==> src/rtl/orion_video_pkg.sv <==
// Shared defaults and scan-state encoding for the Orion video line fetch path.
package orion_video_pkg;

    localparam int VID_WORDS_PER_LINE = 128;
    localparam int VID_DISPLAY_WORDS  = 48;
    localparam int VID_LINES          = 256;
    localparam int VID_LINE_END_W     = 4;

    typedef enum logic [1:0] {
        SCAN_BLANK  = 2'd0,
        SCAN_LOAD   = 2'd1,
        SCAN_ACTIVE = 2'd2
    } scan_state_t;

endpackage

==> src/rtl/vid_line_ram.sv <==
// Two-bank line buffer: one write port, one registered read port, address = {bank, ptr}.
module vid_line_ram
    import orion_video_pkg::*;
#(
    parameter int WORDS = VID_WORDS_PER_LINE,
    parameter int AW    = $clog2(2 * WORDS)
) (
    input  logic          clk,
    input  logic          we,
    input  logic [AW-1:0] waddr,
    input  logic [15:0]   wdata,
    input  logic [AW-1:0] raddr,
    output logic [15:0]   rdata
);

    logic [15:0] mem [2*WORDS];

    // Storage write and one-cycle registered read.
    always_ff @(posedge clk) begin
        if (we) begin
            mem[waddr] <= wdata;
        end
        rdata <= mem[raddr];
    end

endmodule

==> src/rtl/vid_line_fetch.sv <==
// Requests SDRAM lines, captures bursts into a double-buffered line RAM and
// serialises each word {plane1, plane0} into 2-bit pixels, MSB first.
module vid_line_fetch
    import orion_video_pkg::*;
#(
    parameter int WORDS_PER_LINE = VID_WORDS_PER_LINE,
    parameter int DISPLAY_WORDS  = VID_DISPLAY_WORDS,
    parameter int LINES          = VID_LINES,
    parameter int LINE_END_W     = VID_LINE_END_W
) (
    input  logic        i_clk,
    input  logic        i_reset,
    input  logic [15:0] i_vdata,
    input  logic        i_vdata_valid,
    input  logic        i_vdata_reset,
    output logic [7:0]  o_line_idx,
    output logic        o_line_end,
    input  logic        i_frame_start,
    input  logic        i_line_start,
    input  logic        i_pix_en,
    output logic [1:0]  o_pix,
    output logic        o_active,
    output logic        o_underrun,
    output logic        o_overrun
);

    localparam int PW = $clog2(WORDS_PER_LINE + 1);
    localparam int RW = $clog2(WORDS_PER_LINE);
    localparam int CW = $clog2(LINE_END_W + 1);

    logic          disp_bank, fill_bank;
    logic [PW-1:0] fill_ptr, fill_cnt;
    logic [7:0]    cur_line;
    logic [CW-1:0] end_cnt;
    scan_state_t   state;
    logic [RW-1:0] word_ptr;
    logic [2:0]    bit_cnt;
    logic [15:0]   sh, rd_data, cur_word_s;
    logic [8:0]    next_line_s;
    logic          line_go_s, req_s, wr_en_s;
    logic [7:0]    req_idx_s;

    vid_line_ram #(.WORDS(WORDS_PER_LINE), .AW(RW + 1)) u_ram (
        .clk   (i_clk),
        .we    (wr_en_s),
        .waddr ({fill_bank, fill_ptr[RW-1:0]}),
        .wdata (i_vdata),
        .raddr ({disp_bank, word_ptr}),
        .rdata (rd_data)
    );

    // Request selection, write qualification and the shifter source.
    always_comb begin
        next_line_s = {1'b0, cur_line} + 9'd1;
        line_go_s   = i_line_start & ~i_frame_start;
        req_s       = 1'b0;
        req_idx_s   = 8'd0;
        if (i_frame_start) begin
            req_s     = 1'b1;
            req_idx_s = 8'd0;
        end else if (line_go_s && (next_line_s < 9'(LINES))) begin
            req_s     = 1'b1;
            req_idx_s = next_line_s[7:0];
        end else begin
            req_s     = 1'b0;
            req_idx_s = 8'd0;
        end
        wr_en_s = i_vdata_valid & ~i_vdata_reset &
                  (fill_cnt < PW'(WORDS_PER_LINE)) & (fill_ptr < PW'(WORDS_PER_LINE));
        // At the start of every word the prefetched RAM output is the word to show.
        cur_word_s = (bit_cnt == 3'd0) ? rd_data : sh;
    end

    // Line request strobe, restarted by any new request.
    always_ff @(posedge i_clk or posedge i_reset) begin
        if (i_reset) begin
            o_line_idx <= 8'd0;
            o_line_end <= 1'b0;
            end_cnt    <= CW'(0);
        end else if (req_s) begin
            o_line_idx <= req_idx_s;
            o_line_end <= 1'b1;
            end_cnt    <= CW'(LINE_END_W - 1);
        end else if (end_cnt != CW'(0)) begin
            end_cnt <= end_cnt - CW'(1);
        end else begin
            o_line_end <= 1'b0;
        end
    end

    // Fill pointer, bank swap, line counter and error flags.
    always_ff @(posedge i_clk or posedge i_reset) begin
        if (i_reset) begin
            disp_bank  <= 1'b0;
            fill_bank  <= 1'b1;
            fill_ptr   <= PW'(0);
            fill_cnt   <= PW'(0);
            cur_line   <= 8'd0;
            o_underrun <= 1'b0;
            o_overrun  <= 1'b0;
        end else begin
            if (i_frame_start) begin
                cur_line <= 8'd0;
            end else if (line_go_s) begin
                disp_bank <= fill_bank;
                fill_bank <= disp_bank;
                if (fill_cnt < PW'(DISPLAY_WORDS)) begin
                    o_underrun <= 1'b1;
                end
                if (next_line_s < 9'(LINES)) begin
                    cur_line <= next_line_s[7:0];
                end
            end
            if (i_vdata_reset) begin
                fill_ptr <= PW'(0);
                fill_cnt <= PW'(0);
            end else begin
                if (wr_en_s) begin
                    fill_ptr <= fill_ptr + PW'(1);
                end
                if (line_go_s) begin
                    fill_cnt <= PW'(0);
                end else if (wr_en_s) begin
                    fill_cnt <= fill_cnt + PW'(1);
                end
            end
            if (i_vdata_valid && !i_vdata_reset && (fill_cnt == PW'(WORDS_PER_LINE))) begin
                o_overrun <= 1'b1;
            end
        end
    end

    // Scan FSM and pixel shifter.
    always_ff @(posedge i_clk or posedge i_reset) begin
        if (i_reset) begin
            state    <= SCAN_BLANK;
            o_active <= 1'b0;
            o_pix    <= 2'd0;
            word_ptr <= RW'(0);
            bit_cnt  <= 3'd0;
            sh       <= 16'd0;
        end else if (i_frame_start) begin
            state    <= SCAN_BLANK;
            o_active <= 1'b0;
            o_pix    <= 2'd0;
        end else if (i_line_start) begin
            state    <= SCAN_LOAD;
            o_active <= 1'b0;
            o_pix    <= 2'd0;
            word_ptr <= RW'(0);
            bit_cnt  <= 3'd0;
        end else begin
            case (state)
                SCAN_BLANK: begin
                    o_active <= 1'b0;
                    o_pix    <= 2'd0;
                end
                SCAN_LOAD: begin
                    state    <= SCAN_ACTIVE;
                    o_active <= 1'b1;
                end
                SCAN_ACTIVE: begin
                    if (i_pix_en) begin
                        o_pix   <= {cur_word_s[15], cur_word_s[7]};
                        sh      <= {cur_word_s[14:8], 1'b0, cur_word_s[6:0], 1'b0};
                        bit_cnt <= bit_cnt + 3'd1;
                        if (bit_cnt == 3'd0) begin
                            word_ptr <= word_ptr + RW'(1);
                        end
                        if ((bit_cnt == 3'd7) && (word_ptr == RW'(DISPLAY_WORDS))) begin
                            state    <= SCAN_BLANK;
                            o_active <= 1'b0;
                        end
                    end
                end
                default: begin
                    state    <= SCAN_BLANK;
                    o_active <= 1'b0;
                    o_pix    <= 2'd0;
                end
            endcase
        end
    end

endmodule

==> config.mk <==
export PLATFORM = sky130hd
export DESIGN_NAME = vid_line_fetch
export DESIGN_NICKNAME = d
export VERILOG_FILES = /design/src/rtl/orion_video_pkg.sv /design/src/rtl/vid_line_ram.sv /design/src/rtl/vid_line_fetch.sv
export SDC_FILE = /design/constraint.sdc
export NUM_CORES = 2
export LEC_CHECK = 0
export ABC_AREA = 0
export CAP_MARGIN = 5
export CORE_MARGIN = 10
export CORE_UTILIZATION = 26
export CTS_BUF_LIST = sky130_fd_sc_hd__clkbuf_8
export CTS_CLUSTER_DIAMETER = 150
export DETAILED_ROUTE_END_ITERATION = 10
export HOLD_SLACK_MARGIN = 0.05
export PLACE_DENSITY = 0.46
export SETUP_SLACK_MARGIN = 0.15
export SYNTH_ARGS = -nofsm -noshare
export SYNTH_HDL_FRONTEND = slang
export SYNTH_SLANG_ARGS = --single-unit
export TNS_END_PERCENT = 100
==> constraint.sdc <==
create_clock -name i_clk -period 3.32 [get_ports i_clk]
set_input_delay 0.996 -clock i_clk [delete_from_list [all_inputs] [get_ports i_clk]]
set_output_delay 0.996 -clock i_clk [all_outputs]
set_load 0.05 [all_outputs]
==> reports/summary.txt <==
worst reg2reg endpoint: u_ram.rdata[2]$_DFF_P_
CTS tree: built
CP Cell Sequence: buf_12 -> buf_16 -> buf_12 -> buf_16 -> buf_4 -> mux2i_1 -> a221oi_2 -> o21ai_1 -> buf_4 -> a21oi_4 -> a21oi_1 -> o211ai_1 -> a32o_1
slew margin rel.: 31.0%
Crit Path Category: flop to flop
initial antenna violation count: 41
Switching Share: 27.4%
endpoints failing setup: 3
clock power share: 35.3%
Post-Synth XOR/XNOR Area: 0.130%
Clk pin slew, worst setup/hold paths: 0.06 ns
post-synthesis cell type count: 78
DRT iter0 DRCs: 9547
Post-Syn Nets: 7500
Mapped Cells: 7463
total CTS buffers: 706
Seq pwr share: 47.4%
final setup skew: 0.132 ns
Pwr per Cell Area: 615 nW/um^2
worst reg2reg startpoint: word_ptr[0]$_DFFE_PP0P_
Int Pwr: 89.4 mW
HP Class: primary input to async pin
Synth warnings: 0
clock sink total: 4181
setup ws final: -0.132 ns
Longest Clk Path Bufs: 4
global-route wire length before repair: 740000 um
Core Box Area: 620000 sq um
Fmax: 0.290 GHz
Rows: 289
Hold WS: 0.146 ns
failing checks: setup timing
Avg Vias per Cell: 4.79
Design Power: 123 mW
outcome: complete, but fails checks
wire per inst: 30.5 um
combinational share of power: 17.3%
Reg2Reg Depth: 13
total routed wirelength: 543000 um
H-tree levels: 6
Post-DP HPWL: 347000 um
Syn Area/Cell: 21.7 sq um
max incr delay on CP: 0.74 ns
FF+latch count, synth: 4181
Area Growth Syn to Fin: 23.5%
Synth async-reset ratio: 1.65%
I/O pins: 37
utilization after layout: 32.3%
DRT Pass-1 Iters: 6
die area: 654000 sq um
max-slew violations: 0
number of synthesized flops with an enable pin: 4096
vias: 85400
grt ovf: 0
most used flip-flop cell after synthesis: edfxtp_1
routability-driven placement congestion ratio: 0.854
Routed Antenna Nets: 0
Req. time, crit path: 4.54 ns
fin crit share: 104%
Fillers: 59100
# port buffers: 36
GRT Overall Usage: 16.0%
Switch Pwr: 33.7 mW
Worst EP arrival: 4.67 ns
vias in the first global route: 87500
largest net degree at the start of global routing: 132
minimum clock period: 3.45 ns
Lkg Pwr: 63.9 nW
max_cap viols: 0
Worst Tran Pin Value: 1.03 ns
RSZ-0062 raised after global routing: true
final hold violation count: 0
fin nets: 8994
R2R setup slack: -0.13 ns
mux contribution to synthesized area: 16.0%
Setup crit end kind: flop
DRC Markers: 0
Worst Path Max Fanout: 10
Worst-Skew Late Latency: 1.30 ns
root buffer cell: clkbuf_8
Peak VDD IR: 0.438 mV
register area share after synthesis: 77.3%
post-synthesis compound-gate area fraction: 2.82%
Crit-path slowest cell: o211ai_1
Die Wd: 809 um
dpl ws: -0.839 ns
Cell Area, Synth: 162000 sq um
largest family of logic cells by synthesized area: multiplexers
die height: 809 um
Initial Util: 26.1%
startpoint types: flop
simple-gate share of the synthesized area: 1.89%
area share of fa/ha/maj cells after synthesis: 0.108%
share of post-route cells with drive strength above 1: 36.1%
-- per-layer routing --
layer	vias to the layer above	global-route usage, %	share of wire (%)	routed length, um
li1	34500	-	-	-
met1	46500	21.6	42	228000
met2	3515	26.0	47	257000
met3	858	2.95	7.1	38300
met4	8	5.17	3.6	19300
met5	-	0	0.0094	51
-- timing repair --
action                                 4_1_cts  5_1_grt
setup endpoints to repair                   30       16
gates resized for setup                    234      140
gates cloned                                10        6
endpoints found under the hold margin       23        0
hold buffers                                 3        0
pin swaps                                   26       31
buffers inserted                            38       82
-- synth_stat cells, drive strengths merged, types with 16 or more instances --
library cell	instances	area share, %
inv	18	0.042
clkbuf	185	0.43
a211oi	28	0.13
a221oi	67	0.37
nand2	216	0.50
nor3	20	0.062
edfxtp	4096	76
nand4	18	0.070
mux4	958	13
nor2	349	0.81
o221ai	53	0.29
nand3	57	0.18
buf	263	1.3
nor2b	18	0.070
mux2i	416	2.6
and2	19	0.073
dfxtp	16	0.20
a31oi	23	0.089
dfrtp	68	1.1
a21oi	126	0.39
a22oi	54	0.25
o21ai	128	0.40
o22ai	57	0.22
-- state kept, by name, summed over array words and instances, names as in the netlist --
register	cells
u_ram.mem	4096
fill_bank	1
fill_ptr	8
cur_line	8
sh	14
o_line_end	1
end_cnt	3
o_pix	2
fill_cnt	8
o_overrun	1
u_ram.rdata	16
o_line_idx	8
word_ptr	7
o_underrun	1
state	2
o_active	1
disp_bank	1
bit_cnt	3
-- layout by cell type, fill, tap and decap left out, types with 15 or more instances in the layout --
master and n:
buf_4 670, nor2_1 148, nand3_2 16, a221oi_2 19
buf_16 28, nand3_1 40, nand2_1 208, nand4_1 18
o221ai_1 48, a221oi_1 46, buf_8 24, buf_12 432
mux2i_1 405, dfrtp_1 61, o21ai_0 89, bufinv_16 18
nor2_2 196, a22oi_1 45, a211oi_1 23, o21ai_1 22
dfxtp_1 16, o22ai_1 53, clkinv_1 190, edfxtp_1 4096
buf_6 45, inv_8 17, clkinv_2 65, a21oi_1 108
a31oi_1 15, clkbuf_8 713, mux4_2 955, inv_1 238
-- worst max path at each step --
stage	depth (start not counted)	slack [ns]	from	to
after global placement	12	-0.83	word_ptr[0]$_DFFE_PP0P_	u_ram.rdata[1]$_DFF_P_
after detailed placement	12	-0.84	word_ptr[0]$_DFFE_PP0P_	u_ram.rdata[1]$_DFF_P_
after CTS	10	-0.02	word_ptr[0]$_DFFE_PP0P_	u_ram.rdata[2]$_DFF_P_
after global routing	10	-0.04	word_ptr[0]$_DFFE_PP0P_	u_ram.rdata[2]$_DFF_P_
final	13	-0.13	word_ptr[0]$_DFFE_PP0P_	u_ram.rdata[2]$_DFF_P_
after floorplan	6	-0.02	i_vdata_reset	u_ram.mem[180][0]$_DFFE_PP_
-- stage by stage --
stage	setup TNS, ns	instance area (sq um)	std cells
detailed placement	-32.96	184000	16400
global placement	-42.20	184000	16400
finish	-0.168	200000	17800
CTS	-0.0359	198000	17700
floorplan	-2.44	162000	7463
global route	-0.119	200000	17800
-- logic make-up (layout without fill, tap and decap cells) --
family,after synthesis,after routing
xor gates and xnor gates,24,24
muxes,1384,1384
buffers and inverters,468,2528
and+or+nand+nor,728,728
other,0,13
DFF,4181,4181
adders and majority gates,14,14
AOI/OAI and AO/OA,664,664
-- power groups by stage --
stage                     Clock [mW]  Combinational (mW)  Sequential, mW
after floorplan                    0                10.4            59.3
after global placement             0                19.7            59.4
after detailed placement           0                19.8            59.4
after CTS                       44.5                20.8            58.3
after global routing            46.9                22.1            58.3
final                           43.4                21.3            58.3
-- final cells by class --
| cell class | count | area [sq um] | share of cell area, % |
|---|---|---|---|
| diodes | 13 | 32.5 | 0.0163 |
| clock buffers | 713 | 9810 | 4.91 |
| clock inverters | 561 | 3280 | 1.64 |
| inverters | 20 | 92.6 | 0.0463 |
| multi-input cells | 2814 | 35400 | 17.7 |
| flip-flops and latches | 4181 | 125000 | 62.6 |
| well taps | 8293 | 10400 | 5.19 |
| repair buffers | 1234 | 15900 | 7.95 |
-- critical path, delay by kind of cell, from the launching register on --
family / cells / cell delay (ns)
AOI/OAI and AO/OA: 6 / 1.78
buffers and inverters: 6 / 0.96
DFF: 1 / 0.48
muxes: 1 / 0.13
Note: power is estimated with default switching activity, not from simulation.
